**config.mk**
```make
export PLATFORM = sky130hd
export DESIGN_NAME = i2c_req_arbiter
export DESIGN_NICKNAME = d
export VERILOG_FILES = /design/src/rtl/i2c_req_arbiter.sv
export SDC_FILE = /design/constraint.sdc
export NUM_CORES = 1
export LEC_CHECK = 0
export ABC_AREA = 1
export CORE_AREA = 2 2 105 117
export CTS_CLUSTER_SIZE = 24
export DETAILED_ROUTE_END_ITERATION = 8
export DIE_AREA = 0 0 107 119
export PLACE_DENSITY = 0.57
export SETUP_SLACK_MARGIN = 0.2
export SLEW_MARGIN = 10
export SYNTH_ARGS = -nofsm -noshare
export SYNTH_HDL_FRONTEND = slang
export SYNTH_SLANG_ARGS = --single-unit
```
**constraint.sdc**
```tcl
create_clock -name clk -period 1.8 [get_ports clk]
set_input_delay 0.36 -clock clk [delete_from_list [all_inputs] [get_ports clk]]
set_output_delay 0.36 -clock clk [all_outputs]
set_load 0.02 [all_outputs]
```
**src/rtl/i2c_req_arbiter.sv**
```systemverilog
// ============================================================================
// Module   : i2c_req_arbiter
// Purpose  : Round-robin arbiter that shares one I2C master between N_REQ
//            requesters. It latches the winning command, launches the master,
//            tracks busy/ack and returns status and read data to the winner.
// Revision : 1.0
// ============================================================================
`default_nettype none

module i2c_req_arbiter #(
   parameter int N_REQ         = 4,
   parameter int START_TIMEOUT = 1023
) (
   input  logic                 clk,
   input  logic                 reset,
   input  logic [N_REQ-1:0]     req,
   input  logic [N_REQ-1:0]     req_rw,
   input  logic [7*N_REQ-1:0]   req_addr,
   input  logic [8*N_REQ-1:0]   req_block,
   input  logic [8*N_REQ-1:0]   req_wdata,
   output logic [N_REQ-1:0]     gnt,
   output logic [N_REQ-1:0]     done,
   output logic [7:0]           rdata,
   output logic [1:0]           err,
   output logic                 m_enable,
   output logic                 m_rw,
   output logic [6:0]           m_addr,
   output logic [7:0]           m_block_addr,
   output logic [7:0]           m_data_in,
   input  logic                 m_busy,
   input  logic [7:0]           m_data_out,
   input  logic                 m_ack
);

   localparam int             PW       = (N_REQ > 1) ? $clog2(N_REQ) : 1;
   localparam int             CW       = $clog2(START_TIMEOUT + 1);
   localparam logic [CW-1:0]  TO_LAST  = CW'(START_TIMEOUT - 1);
   localparam logic [CW-1:0]  TO_MAX   = CW'(START_TIMEOUT);
   localparam logic [PW-1:0]  LAST_IDX = PW'(N_REQ - 1);

   typedef enum logic [1:0] {
      IDLE   = 2'd0,
      LAUNCH = 2'd1,
      RUN    = 2'd2,
      FINISH = 2'd3
   } state_t;

   state_t          state;
   state_t          state_nx;
   logic [PW-1:0]   ptr;
   logic [PW-1:0]   cur;
   logic [PW-1:0]   sel;
   logic [PW-1:0]   hi_idx;
   logic [PW-1:0]   lo_idx;
   logic            hi_found;
   logic            sel_rw;
   logic [6:0]      sel_addr;
   logic [7:0]      sel_block;
   logic [7:0]      sel_wdata;
   logic [CW-1:0]   to_cnt;
   logic            ack_seen;
   logic            ack_ok;
   logic            do_grant;
   logic            do_started;
   logic            do_timeout;
   logic            do_run_end;

   // Round-robin pick: lowest requester at/after ptr, otherwise lowest overall
   always_comb begin
      hi_found = 1'b0;
      hi_idx   = '0;
      lo_idx   = '0;
      for (int i = N_REQ - 1; i >= 0; i--) begin
         if (req[i]) begin
            lo_idx = PW'(i);
            if (PW'(i) >= ptr) begin
               hi_found = 1'b1;
               hi_idx   = PW'(i);
            end
         end
      end
      sel = hi_found ? hi_idx : lo_idx;
   end

   // Command fields of the selected requester
   always_comb begin
      sel_rw    = 1'b0;
      sel_addr  = '0;
      sel_block = '0;
      sel_wdata = '0;
      for (int i = 0; i < N_REQ; i++) begin
         if (PW'(i) == sel) begin
            sel_rw    = req_rw[i];
            sel_addr  = req_addr[7*i +: 7];
            sel_block = req_block[8*i +: 8];
            sel_wdata = req_wdata[8*i +: 8];
         end
      end
   end

   assign ack_ok = ack_seen | m_ack;

   // FSM state register
   always_ff @(posedge clk or negedge reset) begin
      if (!reset) begin
         state <= IDLE;
      end else begin
         state <= state_nx;
      end
   end

   // FSM next state, datapath strobes and the completion pulse
   always_comb begin
      state_nx   = state;
      do_grant   = 1'b0;
      do_started = 1'b0;
      do_timeout = 1'b0;
      do_run_end = 1'b0;
      done       = '0;
      case (state)
         IDLE: begin
            // A master busy with someone else blocks new grants
            if ((|req) && !m_busy) begin
               do_grant = 1'b1;
               state_nx = LAUNCH;
            end
         end
         LAUNCH: begin
            if (m_busy) begin
               do_started = 1'b1;
               state_nx   = RUN;
            end else if (to_cnt == TO_LAST) begin
               do_timeout = 1'b1;
               state_nx   = FINISH;
            end
         end
         RUN: begin
            if (!m_busy) begin
               do_run_end = 1'b1;
               state_nx   = FINISH;
            end
         end
         FINISH: begin
            done     = gnt;
            state_nx = IDLE;
         end
         default: state_nx = IDLE;
      endcase
   end

   // Grant, command latch, timeout counter and status registers
   always_ff @(posedge clk or negedge reset) begin
      if (!reset) begin
         gnt          <= '0;
         cur          <= '0;
         ptr          <= '0;
         m_enable     <= 1'b0;
         m_rw         <= 1'b0;
         m_addr       <= '0;
         m_block_addr <= '0;
         m_data_in    <= '0;
         rdata        <= '0;
         err          <= 2'b00;
         ack_seen     <= 1'b0;
         to_cnt       <= '0;
      end else begin
         if (do_grant) begin
            gnt          <= N_REQ'(1) << sel;
            cur          <= sel;
            m_rw         <= sel_rw;
            m_addr       <= sel_addr;
            m_block_addr <= sel_block;
            m_data_in    <= sel_wdata;
            m_enable     <= 1'b1;
            ack_seen     <= 1'b0;
            to_cnt       <= '0;
         end
         // Count cycles waiting for busy; saturate rather than wrap
         if (state == LAUNCH && !m_busy && to_cnt != TO_MAX) begin
            to_cnt <= to_cnt + 1'b1;
         end
         if (do_started) begin
            m_enable <= 1'b0;
         end
         if (do_timeout) begin
            m_enable <= 1'b0;
            err      <= 2'b10;
         end
         if (state == RUN && m_ack) begin
            ack_seen <= 1'b1;
         end
         if (do_run_end) begin
            if (m_rw && ack_ok) begin
               rdata <= m_data_out;
            end
            err <= ack_ok ? 2'b00 : 2'b01;
         end
         if (state == FINISH) begin
            gnt <= '0;
            ptr <= (cur == LAST_IDX) ? '0 : cur + 1'b1;
         end
      end
   end

endmodule

`default_nettype wire

```
# Word level (Yosys, flattened, before mapping)
# Cells that the tools add are included.
# totals
reg_bits	56
latchBits	0
mem_bits_rw	0
rom_bits	0
input_bits	112
out_inout_bits	43
wordCells	114
memories	0
# classes
addsub	2
mul	0
n_div	0
magnitude_cmp	4
n_eq_ne	12
n_shift	1
n_mux	65
bitwise	1
n_reduce_logical	16
# ops
op	n
8-bit two-way mux	8
2-bit two-way mux	20
7-bit two-way mux	4
1-bit two-way mux	27
10-bit two-way mux	2
4-bit two-way mux	3
10-bit by 1-bit adder with 10-bit output (second input constant)	1
10-bit == test (second input constant)	1
10-bit != test (second input constant)	1
2-bit case mux with 4 select lines	1
2-bit nonzero test	4
2-bit == test (second input constant)	3
1-bit logical AND	5
2-bit == test (first input constant)	2
1-bit by 2-bit greater-or-equal comparator with 1-bit output (first input constant)	2
2-bit greater-or-equal comparator (first input constant)	2
2-bit logical NOT	2
2-bit != test (second input constant)	2
4-bit OR reduction	1
1-bit by 2-bit left shift with 4-bit output (first input constant)	1
3-bit != test (second input constant)	1
3-bit AND reduction	1
3-bit nonzero test	1
2-bit by 1-bit adder with 2-bit output (second input constant)	1
5 further kinds	5

# Logic depth before layout (Yosys ltp)
# depth
depth_word	15
mapped_depth	12
mapped_depth_nobuf	11

# Worst setup path before layout
# No wires, ideal clock.
# synth_path
kind	register to register
startpoint	register state[0]
endpoint	register rdata[0]
setup_time_ns	0.125
t_arrival_ns	1.415
slack_ns	0.260
path_stages_with_launch	7
synth_period_minus_slack_ns	1.540
cell_sequence	dfrtp_1 inv_1 ha_1 inv_1 nor2_1 nand3_1 mux2_2
# synth_between
elab_chain_len	3
# synth_lines
item	line	source
start: declaration	48	state_t state;
start signal: assignment	108	state <= state_nx;
2-bit == test	120	case (state)
1-bit two-way mux	120	
2-bit AND reduction (no source line)	--	
end signal: assignment	194	rdata <= m_data_out;
end: declaration	23	output logic [7:0] rdata,
# Every way passes these cells.
# A chain may end at the register's enable or synchronous reset.

# Final worst setup path
# layout_path
startpoint	register ptr[1]
endpoint	register m_block_addr[2]
# layout_between
elab_chain_len	15
# layout_lines
item	line	source
start: declaration	50	logic [PW-1:0] ptr;
start signal: assignment	200	ptr <= (cur == LAST_IDX) ? '0 : cur + 1'b1;
2-bit greater-or-equal comparator	76	if (PW'(i) >= ptr) begin
2-bit two-way mux or 1-bit two-way mux (tied branches)	76	
2-bit two-way mux or 1-bit two-way mux (tied branches)	74	if (req[i]) begin
2-bit two-way mux or 1-bit two-way mux (tied branches)	76	
2-bit two-way mux or 1-bit two-way mux (tied branches)	74	
2-bit two-way mux or 1-bit two-way mux (tied branches)	76	
2-bit two-way mux or 1-bit two-way mux (tied branches)	74	
2-bit two-way mux or 1-bit two-way mux (tied branches)	76	
2-bit two-way mux or 1-bit two-way mux (tied branches)	74	
2-bit two-way mux (*)	82	sel = hi_found ? hi_idx : lo_idx;
2-bit logical NOT	92	if (PW'(i) == sel) begin
8-bit two-way mux (3 in series)	92	
8-bit two-way mux (*)	92	
end signal: assignment	172	m_block_addr <= sel_block;
end: declaration	28	output logic [7:0] m_block_addr,
# Every way passes the cells marked *; elsewhere a longest branch is shown, timed or not.

==> out/qor.csv <==
stage,metric,value,unit
synth,fraction of the mapped netlist area in simple logic gates,30.2,%
synth,Mapped Nets,578,
layout,Util after Layout,53.4,%
flow_run,maxcap violations,0,
routing,vias,3887,
global_routing,Congestion Overflow GR,0,
layout,final net count,778,
global_routing,initial antenna violation count,0,
routing,DRT antenna net count,0,
global_routing,first-pass GRT wire length,19400,um
global_routing,met2 Usage GRT,34.4,%
clock_tree,worst skew pair latency,300,ps
global_routing,pin count of the biggest net entering global routing,28,
setup_path,crit-path cells,nand2_2 -> nand2_4 -> nand2_2 -> nand2_2 -> nand2_2 -> nand2_8 -> buf_12 -> buf_12 -> buf_16 -> nand3_1 -> nand3_1 -> nand2_1 -> nand2_1,
layout,share of cells above drive strength 1,25.0,%
place,PortBufs,154,
layout,Inserted Diodes,0,
sta,min cycle time layout,1730,ps
setup_path,"Arr. time, crit path",1920,ps
clock_tree,clock tree sinks,56,
sta,FMAX,579,MHz
setup_path,CP max stage cell,dfrtp_1,
routing,detail-routed via count per cell,4.78,
clock_tree,clock-pin slew on the worst setup and hold paths,70,ps
synth,Syn Inst Count,459,
sta,Worst Tran Pin Value,376,ps
setup_path,max incr delay on CP,430,ps
routing,drt initial violations,127,
setup_path,Critical Path RT,1990,ps
global_routing,met3 global-route usage,4.98,%
clock_tree,Longest Clk Path Bufs,2,
setup_path,Critical Path End Type,flip-flop,
floorplanning,die height,119,um
synth,"flops & latches, synth",56,
floorplanning,Row Count,42,
sta,period utilization,95.9,%
layout,Layout area overhead,85.7,%
global_routing,met1 global-route usage,22.8,%
sta,max_slew headroom,74.9,%
setup_path,CP Class,flip-flop to flip-flop,
setup_path,critical path launch point type,flip-flop,
synth,Main synth FF type,dfrtp_1,
sta,Max Clock Skew,5.87,ps
floorplanning,CORE AREA,11700,um2
layout,fill cell count,1097,
routing,Routed WL,12900,um
sta,Final Hold Slack,480,ps
sta,setup TNS,0,ps
sta,Final setup viols,0,
clock_tree,CTS H-Tree Depth,2,
synth,YS warnings,0,
synth,post-synthesis xor/xnor area fraction,0.779,%
clock_tree,root buffer cell,clkbuf_16,
pwr,Leak,0.00310,uW
synth,post-synthesis cell type count,29,
sta,"Hold Violations, Final",0,
worst_hold_path,HP Class,flip-flop to flip-flop,
sta,Final Max Slew Viols,0,
sta,RSZ-0062 raised after global routing,yes,
pwr,P per Cell Area,1370,nW/um2
synth,"EDFF count, synth",0,
synth,ys async rst share,100,%
routing,DRC Markers,0,
pwr,VDD IR max,0.583,mV
place,pre-CTS worst setup slack,-657,ps
synth,multiplexer share of the synthesized area,2.67,%
floorplanning,die area,12700,um2
synth,sequential-to-total area share from yosys stat,41.6,%
outcome,outcome,finished clean,
sta,final worst setup slack,73.4,ps
synth,adder-cell share of the synthesized area,2.60,%
global_routing,gr busiest metal,met2,
synth,main combinational cell family by area after synthesis,simple AND/OR/NAND/NOR gates,
synth,Synth Area per Inst,7.35,um2
setup_path,CP dominant cell by count,nand2_2,
routing,TritonRoute pass-1 iters,5,
floorplanning,Starting Density,28.8,%
floorplanning,io pins,155,
synth,mapped cell area,3370,um2
synth,Compound-Gate Fraction of Synth Area,11.8,%
setup_path,crit path max fanout,8,
clock_tree,Inserted Clock Buffers,5,
global_routing,Tot GR Track Use,19.5,%
global_routing,vias in the first global route,3801,
place,Post-DP HPWL,8660,um
routing,Wirelength per Cell,15.9,um
floorplanning,Die W,107,um
place,GPL Wtd Cong,0.855,
clock_tree,CTS tree,yes,
[repair_timing]
action / 4_1_cts / 5_1_grt
endpoints found under the hold margin: 12 / 0
hold buffers: 1 / 0
buffers inserted: 15 / 6
gates cloned: 8 / 2
pin swaps: 18 / 34
setup endpoints to repair: 84 / 49
resized for setup: 123 / 76
[area by class of cell]
| class | count | area [um2] | share of cell area [%] |
|---|---|---|---|
| flip-flops and latches | 56 | 1400 | 22.4 |
| repair buffers | 211 | 2250 | 36.0 |
| multi-input cells | 327 | 2020 | 32.2 |
| clock inverters | 3 | 46.3 | 0.739 |
| inverters | 58 | 225 | 3.60 |
| well taps | 154 | 193 | 3.08 |
| clock buffers | 5 | 125 | 2.00 |
[layer usage]
layer  vias up  wire (um)
li1       1904          -
met1      1798       5070
met2       156       6450
met3        29        928
met4         0        451
met5         -          0
[path summary, 6_finish.rpt]
kind,startpoint,endpoint,slack [ps],cells after the start
setup / recovery,ptr[1],m_block_addr[2],70,13
hold / removal,m_addr[5],m_addr[5],480,2
setup reg to reg,ptr[1],m_block_addr[2],70,13
hold reg to reg,m_addr[5],m_addr[5],480,2
max in group asynchronous,reset,to_cnt[6],820,3
min in group asynchronous,reset,rdata[3],510,2
[power by group]
part	switching (uW)	total [uW]	internal, uW
combinational	2830	5290	2460
clock	484	1150	663
sequential	366	2160	1790
[critical path: cells and delay by family (launching register included)]
| kind | cells | cell delay (ps) |
|---|---|---|
| buffers and inverters | 3 | 420 |
| and+or+nand+nor | 10 | 780 |
| DFF | 1 | 430 |
[per-stage QoR]
step                area (um2)  cells  power, uW
floorplan                 3370    459       4410
global placement          5240    774       6100
detailed placement        5240    774       6170
CTS                       5910    806       8170
global route              6260    814       9180
finish                    6260    814       8590
[cells by family (layout without fill, tap and decap cells)]
| group | count (synthesis) | in the layout |
|---|---|---|
| flops | 56 | 56 |
| simple gates | 230 | 234 |
| mux | 8 | 8 |
| fa+ha+maj | 7 | 7 |
| compound gates | 75 | 75 |
| buf+inv | 80 | 277 |
| xor+xnor | 3 | 3 |
[sequential cells by signal (all words and copies together) (netlist names), 2 cells and up]
name and count:
ptr 2, m_block_addr 8, rdata 8, m_addr 7
err 2, state 2, m_data_in 8, to_cnt 10
gnt 4, cur 2
[cell usage in the layout (no fill, tap or decap), types with 8 or more instances in the layout]
cell             count
mux2_2               8
buf_6               10
nand3_2             10
inv_2                8
clkdlybuf4s50_1    106
nand4_1              8
inv_1               49
nand3_1             56
buf_12              14
nand2_1            123
o21ai_0             15
o21ai_2             29
dlygate4sd2_1       43
nand2_2             10
dfrtp_1             55
nand2_4              8
o21ai_1             12
buf_4               29
[synthesized netlist by cell type (2+ instances only)]
cell      number  share of area, %
mux2_2         8               2.7
nand4_1        8               1.5
o21ai_0       28               4.2
ha_1           7               2.6
nand2_2        2              0.37
a21oi_1        6              0.89
inv_1         57               6.3
dfrtp_1       56                42
clkbuf_1       5              0.56
nand3_1       67               9.9
o22ai_1        2              0.37
buf_2          8               1.2
buf_6          2              0.67
nand2_4        2              0.67
xor2_1         3              0.78
o31ai_1        5               1.1
nor2_1         9               1.0
nor2_2         2              0.37
nand2_1      137                15
o21ai_1       31               4.6
buf_4          6               1.3
No activity file was read; power rests on OpenSTA's default activity.
